$ cat src/rtl/mem_stage_pkg.sv
//------------------------------------------------------------------------------
// Module  : mem_stage_pkg
// Brief   : Shared load/store opcodes and FSM state encoding for the MEM stage.
// Revision: 1.0 - initial release
//------------------------------------------------------------------------------
`default_nettype none

package mem_stage_pkg;

  // ldSt_enable encoding; 2'b11 is reserved and behaves as LDST_NONE
  localparam logic [1:0] LDST_NONE  = 2'b00;
  localparam logic [1:0] LDST_LOAD  = 2'b01;
  localparam logic [1:0] LDST_STORE = 2'b10;

  // Stage controller states
  typedef enum logic [0:0] {
    ST_IDLE   = 1'b0,
    ST_ACCESS = 1'b1
  } state_t;

  // True for the two opcodes that need a memory transaction
  function automatic logic is_mem_op(input logic [1:0] op);
    return (op == LDST_LOAD) || (op == LDST_STORE);
  endfunction

endpackage

`default_nettype wire

$ cat src/rtl/mem_stage_timeout_counter.sv
//------------------------------------------------------------------------------
// Module  : mem_timeout_counter
// Brief   : Wait-cycle counter for a pending memory access; flags the last
//           cycle the stage is allowed to wait for mem_ack.
// Revision: 1.0 - initial release
//------------------------------------------------------------------------------
`default_nettype none

module mem_timeout_counter #(
  parameter int TIMEOUT_CYCLES = 64
) (
  input  logic clk,
  input  logic reset,     // asynchronous, active low
  input  logic clear,     // start of a new access
  input  logic inc,       // one more cycle spent waiting
  output logic terminal   // count has reached TIMEOUT_CYCLES-1
);

  localparam int             CW = (TIMEOUT_CYCLES > 1) ? $clog2(TIMEOUT_CYCLES) : 1;
  localparam logic [CW-1:0]  TC = CW'(TIMEOUT_CYCLES - 1);

  logic [CW-1:0] r_count;

  assign terminal = (r_count == TC);

  // Clear wins over increment; the count never wraps because the stage
  // aborts the access on the terminal cycle.
  always_ff @(posedge clk or negedge reset) begin
    if (!reset) begin
      r_count <= '0;
    end else if (clear) begin
      r_count <= '0;
    end else if (inc && !terminal) begin
      r_count <= r_count + 1'b1;
    end
  end

endmodule

`default_nettype wire

$ cat src/rtl/mem_stage.sv
//------------------------------------------------------------------------------
// Module  : mem_stage
// Brief   : Pipeline MEM stage. Holds one instruction, performs an optional
//           load/store handshake with timeout, and registers the writeback.
// Revision: 1.0 - initial release
//------------------------------------------------------------------------------
`default_nettype none

module mem_stage #(
  parameter int TIMEOUT_CYCLES = 64
) (
  input  logic        clk,
  input  logic        reset,               // asynchronous, active low
  input  logic        enable_mem,
  input  logic [15:0] alu_result,
  input  logic [15:0] dataReg,
  input  logic [1:0]  ldSt_enable,
  input  logic [2:0]  destReg_addr,
  input  logic        we,
  input  logic [1:0]  bp_input,
  output logic        stall,
  output logic        mem_req,
  output logic        mem_wr,
  output logic [15:0] mem_addr,
  output logic [15:0] mem_wdata,
  input  logic [15:0] mem_rdata,
  input  logic        mem_ack,
  output logic [15:0] wb_data,
  output logic [2:0]  destReg_addr_output,
  output logic        we_output,
  output logic [1:0]  bp_output,
  output logic        wb_valid,
  output logic        mem_err
);

  import mem_stage_pkg::*;

  state_t      r_state;
  state_t      w_state_next;

  logic [15:0] r_alu;
  logic [15:0] r_data;
  logic [1:0]  r_ldst;
  logic [2:0]  r_dest;
  logic        r_we;
  logic [1:0]  r_bp;
  logic        r_v;

  logic        w_in_access;
  logic        w_stall;
  logic        w_terminal;
  logic        w_timeout;
  logic        w_capture;
  logic        w_start_mem;
  logic        w_complete;

  assign w_in_access = (r_state == ST_ACCESS);
  assign w_stall     = w_in_access && !mem_ack;
  assign w_timeout   = w_stall && w_terminal;
  assign w_capture   = !w_stall;
  assign w_start_mem = w_capture && enable_mem && is_mem_op(ldSt_enable);
  // mem_ack only means something while an access is outstanding
  assign w_complete  = (!w_in_access && r_v) || (w_in_access && mem_ack);
  assign stall       = w_stall;

  mem_timeout_counter #(
    .TIMEOUT_CYCLES(TIMEOUT_CYCLES)
  ) u_timeout (
    .clk      (clk),
    .reset    (reset),
    .clear    (w_start_mem),
    .inc      (w_stall),
    .terminal (w_terminal)
  );

  // State register
  always_ff @(posedge clk or negedge reset) begin
    if (!reset) begin
      r_state <= ST_IDLE;
    end else begin
      r_state <= w_state_next;
    end
  end

  // Next state and memory-port drive; a timeout abandons the access, otherwise
  // every capture edge decides afresh whether the new instruction needs memory
  always_comb begin
    w_state_next = r_state;
    mem_req      = 1'b0;
    mem_wr       = 1'b0;
    mem_addr     = 16'h0000;
    mem_wdata    = 16'h0000;
    if (w_timeout) begin
      w_state_next = ST_IDLE;
    end else if (w_capture) begin
      w_state_next = w_start_mem ? ST_ACCESS : ST_IDLE;
    end
    if (w_in_access) begin
      mem_req   = 1'b1;
      mem_wr    = (r_ldst == LDST_STORE);
      mem_addr  = r_alu;
      mem_wdata = r_data;
    end
  end

  // Stage register: loads whenever upstream is not held; a timeout empties it
  always_ff @(posedge clk or negedge reset) begin
    if (!reset) begin
      r_v    <= 1'b0;
      r_alu  <= 16'h0000;
      r_data <= 16'h0000;
      r_ldst <= LDST_NONE;
      r_dest <= 3'd0;
      r_we   <= 1'b0;
      r_bp   <= 2'd0;
    end else if (w_timeout) begin
      r_v <= 1'b0;
    end else if (w_capture) begin
      r_v <= enable_mem;
      if (enable_mem) begin
        r_alu  <= alu_result;
        r_data <= dataReg;
        r_ldst <= ldSt_enable;
        r_dest <= destReg_addr;
        r_we   <= we;
        r_bp   <= bp_input;
      end
    end
  end

  // Writeback registers: data fields hold between completions, strobes pulse
  always_ff @(posedge clk or negedge reset) begin
    if (!reset) begin
      wb_data             <= 16'h0000;
      destReg_addr_output <= 3'd0;
      bp_output           <= 2'd0;
      we_output           <= 1'b0;
      wb_valid            <= 1'b0;
    end else if (w_complete) begin
      wb_data             <= (r_ldst == LDST_LOAD) ? mem_rdata : r_alu;
      destReg_addr_output <= r_dest;
      bp_output           <= r_bp;
      we_output           <= r_we && (r_ldst != LDST_STORE);
      wb_valid            <= 1'b1;
    end else begin
      we_output           <= 1'b0;
      wb_valid            <= 1'b0;
    end
  end

  // Sticky error flag, cleared only by reset
  always_ff @(posedge clk or negedge reset) begin
    if (!reset) begin
      mem_err <= 1'b0;
    end else if (w_timeout) begin
      mem_err <= 1'b1;
    end
  end

endmodule

`default_nettype wire

$ cat config.mk
export PLATFORM = sky130hd
export DESIGN_NAME = mem_stage
export DESIGN_NICKNAME = d
export VERILOG_FILES = /design/src/rtl/mem_stage_pkg.sv /design/src/rtl/mem_stage_timeout_counter.sv /design/src/rtl/mem_stage.sv
export SDC_FILE = /design/constraint.sdc
export NUM_CORES = 1
export LEC_CHECK = 0
export BUFFER_PORTS_ARGS = -buffer_cell sky130_fd_sc_hd__buf_2
export CAP_MARGIN = 10
export CORE_MARGIN = 5
export CORE_UTILIZATION = 53
export DETAILED_ROUTE_END_ITERATION = 12
export GPL_ROUTABILITY_DRIVEN = 0
export PLACE_DENSITY = 0.86
export SLEW_MARGIN = 0
export SYNTH_ARGS = -nofsm -noshare
export SYNTH_HDL_FRONTEND = slang
export SYNTH_HIERARCHICAL = 1
export SYNTH_SLANG_ARGS = --single-unit
$ cat constraint.sdc
create_clock -name clk -period 5 [get_ports clk]
set_clock_uncertainty 0.15 [all_clocks]
set_input_delay 1 -clock clk [delete_from_list [all_inputs] [get_ports clk]]
set_output_delay 1 -clock clk [all_outputs]
set_load 0.03 [all_outputs]
* After elaboration in Yosys (flattened, before gate mapping)
Cells that the tools add are included.
** Word-level totals
- Logic and storage cells :: 55
- Bits in registers :: 72
** Cells by class
- Eq/ne operators :: 7
- Bitwise gates (word level) :: 2
- Reductions and logical operators :: 16
- Add/subtract/negate cells :: 1
- Muxes and demuxes :: 14
** Operators with widths (count)
- 2-to-1 mux 16 bit :: 3
- 2-to-1 mux 6 bit :: 2
- 2-to-1 mux 1 bit :: 9
- logical AND 1 bit :: 8
- adder 6 x 1 -> 6 bit, second input constant :: 1
- equality test 6 bit, second input constant :: 1
- equality test 2 x 1 -> 1 bit, second input constant :: 2
- equality test 2 bit, second input constant :: 2
- logical NOT 1 bit :: 4
- != test 2 bit, second input constant :: 2
- AND reduction 3 bit :: 1
- logical OR 1 bit :: 2
- NOT 1 bit :: 2
- nonzero test 2 bit :: 1

* Depth between registers and ports, before layout
- Word-level depth :: 8
- Depth in mapped cells :: 7

* Modules after synthesis
Netlist, hierarchy kept.
** Modules (own cells, without submodules)
- mem_stage :: area each 2884.0 sq um, times used 1, cells each 220
- mem_timeout_counter :: area each 380.4 sq um, times used 1, cells each 39

* Worst setup path after synthesis
Ideal clock, no wire load.
- Path kind :: input -> output
- Start :: input port mem_ack
- End :: output port stall
- Arrival time :: 1.435 ns
- Setup slack :: 2.415 ns
- Required time :: 3.850 ns
- Stages on the path :: 2
- Path buffers :: 0
- Cell sequence :: nand2b_2 inv_1
** On the way
- Cells in the longest elaborated chain, start to end :: 2
** RTL lines
- start, declared :: RTL line mem_stage.sv:27 : input logic mem_ack,
- logical NOT 1 bit :: RTL line mem_stage.sv:58 : assign w_stall = w_in_access && !mem_ack;
- logical AND 1 bit :: RTL line mem_stage.sv:58
- end, declared :: RTL line mem_stage.sv:21 : output logic stall,
No other way between the ends.

* Worst setup path in the final report
- Start :: register r_state
- End :: output port stall
** On the way
- Cells in the longest elaborated chain, start to end :: 1
** RTL lines
- start, declared :: RTL line mem_stage.sv:38 : state_t r_state;
- start signal, assigned :: RTL line mem_stage.sv:81 : r_state <= w_state_next;
- logical AND 1 bit :: RTL line mem_stage.sv:58
No other way between the ends.

==> impl_metrics.csv <==
group,metric,value,unit
run_status,status,"complete, no violations",
global_routing,antenna_found_initial,0,
synthesis,synth_area_leaders,"dfrtp_1 (55%), mux2_2 (14%), and2_1 (6.1%)",
routing,final_antenna_net_count,0,
sta,setup_viol,0,
synthesis,yosys_warnings,6,
routing,num_vias,2324,
synthesis,synth.ff_latch_count,72,
cts,cts_buffers,9,
routing,drc,0,
critical_path,cpMaxStageDelayCell,"dfrtp_1",
cells_and_area,nets,435,
placement,dpl_cell_area,0.00384,mm^2
sta,report.final.slew_viol_count,0,
pwr,seq_power_share,42.4,%
pwr,clkPwrFrac,27.6,%
cts,postCtsHoldBufs,0,
run,drv_cap,0,
synthesis,avgSynthCellArea,12.6,um^2
cts,clock_tree.root_cell,"clkbuf_8",
floorplanning,fp-row-count,28,
synthesis,synth_simple_gate_area_share,12.9,%
synthesis,yosys.area.top_type_share,55.2,%
min_path,hp-class,"reg -> reg",
floorplanning,dieArea,0.00783,mm^2
critical_path,arrival,2.11,ns
sta,fin_crit,3.26,ns
synthesis,synth.yosys.seq_area_share,55.2,%
routing,drtIter0Drc,69,
global_routing,grt_pass1_wl,11.4,mm
synthesis,ys_types,38,
synthesis,synth_compound_area_share,5.29,%
floorplanning,coreArea,0.00596,mm^2
global_routing,grtUsageTotal,19.3,%
synthesis,synth_top_family_by_area,"multiplexers",
sta,slew_headroom,24.8,%
synthesis,synth_area,0.00326,mm^2
cts,postCtsSetupBuffers,0,
pwr,power.switching,0.626,mW
routing,dr.pass1.iters,4,
critical_path,cpPeakStageDelay,1.03,ns
floorplanning,ios,119,
global_routing,grt_max_degree,44,
pwr,ir_drop,0.287,mV
cts,cts.clk_slew.worst_paths,0.07,ns
pwr,leakagePower,2.02,nW
cells_and_area,design_area,0.00406,mm^2
pwr,cellInternalPower,1.21,mW
critical_path,end_kind,"output pin",
critical_path,start_kind,"flip-flop",
pwr,p_comb_share,30.0,%
pwr,switching_share,34.0,%
cells_and_area,drive_gt1_share,48.7,%
routing,wl_per_cell,15.6,um
placement,dpl.hpwl,5.13,mm
pwr,power.density,453,mW/mm^2
critical_path,path_delay_family,"flip-flops",
floorplanning,fp.dieH,88.5,um
synthesis,synthXorXnorAreaFrac,0.268,%
synthesis,synthAdderAreaFrac,0.383,%
sta,period_share,65.2,%
floorplanning,start_util,54.8,%
placement,io_buffers,118,
synthesis,synth_mux_area_share,21.3,%
sta,hold_viol_final,0,
critical_path,worstPathRequired,3.85,ns
sta,rsz0062_at_grt,"no",
critical_path,critPathMaxFanout,36,
routing,viasPerCell,5.13,
cts,cts_buffer_depth,2,
critical_path,worst-path-buf-inv,2,
cts,cts.sinks,72,
floorplanning,dieWidth,88.5,um
cts,clk_latency,0.34,ns
critical_path,cp_cell_sequence,"nand2b_2, inv_1, buf_2",
sta,tns,0,ns
cts,h-tree-depth,3,
synthesis,syn_inst,259,
sta,worst_pin_slew,1.11,ns
global_routing,grt_pass1_vias,2460,
cells_and_area,syn2layout_area_growth,24.5,%
cells_and_area,antenna_cells,0,
critical_path,criticalPathCategory,"reg -> out",
cts,cts_tree,"done",
routing,finalWirelength,7.09,mm
synthesis,synthesis.nets,320,
sta,fmax,0.307,GHz
synthesis,synth_top_area_cell,"dfrtp_1",
global_routing,overflow,0,
cts,cts-resized-gates,0,
worst min-delay path, stage by stage (launching register included):
cell and delay (ns):
dfrtp_1 0.34, nand2_1 0.04, o21ai_0 0.06
cells in the mapped netlist:
| cell type | count |
|---|---|
| buf_6 | 7 |
| nand4b_1 | 2 |
| clkbuf_1 | 4 |
| nand4_1 | 2 |
| o21bai_1 | 1 |
| buf_2 | 1 |
| mux2_2 | 40 |
| nor3b_1 | 4 |
| nand2_4 | 1 |
| a41oi_1 | 1 |
| a21oi_1 | 2 |
| nand2b_2 | 1 |
| nor3_1 | 2 |
| ha_1 | 1 |
| and3_1 | 1 |
| nand2_2 | 1 |
| nand2_1 | 20 |
| o211ai_1 | 2 |
| o31a_1 | 1 |
| a211oi_1 | 1 |
| a31oi_1 | 1 |
| nand3_1 | 1 |
| a21o_1 | 1 |
| nor2b_4 | 1 |
| o311a_1 | 1 |
| buf_8 | 1 |
| o22ai_1 | 1 |
| mux2_4 | 5 |
| xnor2_1 | 1 |
| nand3b_1 | 1 |
| inv_1 | 6 |
| o21ai_0 | 17 |
| and2_1 | 32 |
| nor2b_1 | 1 |
| nor2_1 | 3 |
| dfrtp_1 | 72 |
| mux2i_1 | 17 |
| buf_4 | 2 |
cell families after synthesis:
family	Yosys count
adders and majority gates	1
buffers and inverters	21
and+or+nand+nor	73
DFF	72
muxes	62
xor gates and xnor gates	1
AOI/OAI and AO/OA	29
state kept, by name, indices dropped and copies added (netlist names):
register and flops:
r_alu 16, r_data 16, wb_data 16, u_timeout/r_count 6, destReg_addr_output 3, r_dest 3, bp_output 2, r_bp 2
r_ldst 2, mem_err 1, r_state 1, r_v 1, r_we 1, wb_valid 1, we_output 1
power groups by stage:
stage	Combinational, mW	Sequential, mW	Clock (mW)
2_1_floorplan	0.297	0.879	0
3_3_place_gp	0.545	0.780	0
3_5_place_dp	0.559	0.789	0
4_1_cts	0.560	0.778	0.520
5_1_grt	0.597	0.793	0.545
6_report	0.552	0.779	0.508
cell type report:
type | instances | area [um^2]
inverters | 6 | 22.5
repair buffers | 119 | 598
clock buffers | 12 | 155
clock inverters | 3 | 65.1
fillers | 474 | 1890
well taps | 75 | 93.8
multi-input cells | 166 | 1330
flip-flops and latches | 72 | 1800
path summary, 6_finish.rpt:
check                                        start                                to  slack [ns]  cells after the start
min in group asynchronous                    reset              r_alu[0]$_DFFE_PN0P_        0.64                      1
hold / removal             wb_data[10]$_DFFE_PN0P_           wb_data[10]$_DFFE_PN0P_        0.33                      2
setup / recovery               r_state$_DFFE_PN0P_                             stall        1.74                      3
setup reg to reg               r_state$_DFFE_PN0P_  u_timeout/r_count[1]$_DFFE_PN0P_        2.00                      6
hold reg to reg            wb_data[10]$_DFFE_PN0P_           wb_data[10]$_DFFE_PN0P_        0.33                      2
max in group asynchronous                    reset             r_data[7]$_DFFE_PN0P_        3.08                      2
placed cells by master (no fill, tap or decap), types with 5 or more instances in the layout:
cell	instances
and2_1	32
buf_2	118
clkbuf_8	11
dfrtp_1	72
inv_1	6
mux2_2	40
mux2_4	5
mux2i_1	16
nand2_1	20
o21ai_0	17
through the flow:
| step | hold slack, ns | power [mW] | worst slack (ns) | instances | utilization, % |
|---|---|---|---|---|---|
| after floorplan | 0.321 | 1.18 | 2.41 | 259 | - |
| after global placement | 0.292 | 1.32 | 1.83 | 438 | 64.5 |
| after detailed placement | 0.316 | 1.35 | 1.75 | 438 | 64.5 |
| after CTS | 0.332 | 1.86 | 1.67 | 453 | 68.2 |
| after global routing | 0.352 | 1.93 | 1.55 | 453 | 68.2 |
| final | 0.326 | 1.84 | 1.74 | 453 | 68.2 |
layer usage:
layer	up-vias	GRT usage [%]	wire (um)
li1	1119	-	-
met1	1109	24.5	3000
met2	86	31.9	3410
met3	10	3.82	579
met4	0	9.07	105
met5	-	0	0
(Power assumes the default switching activity.)
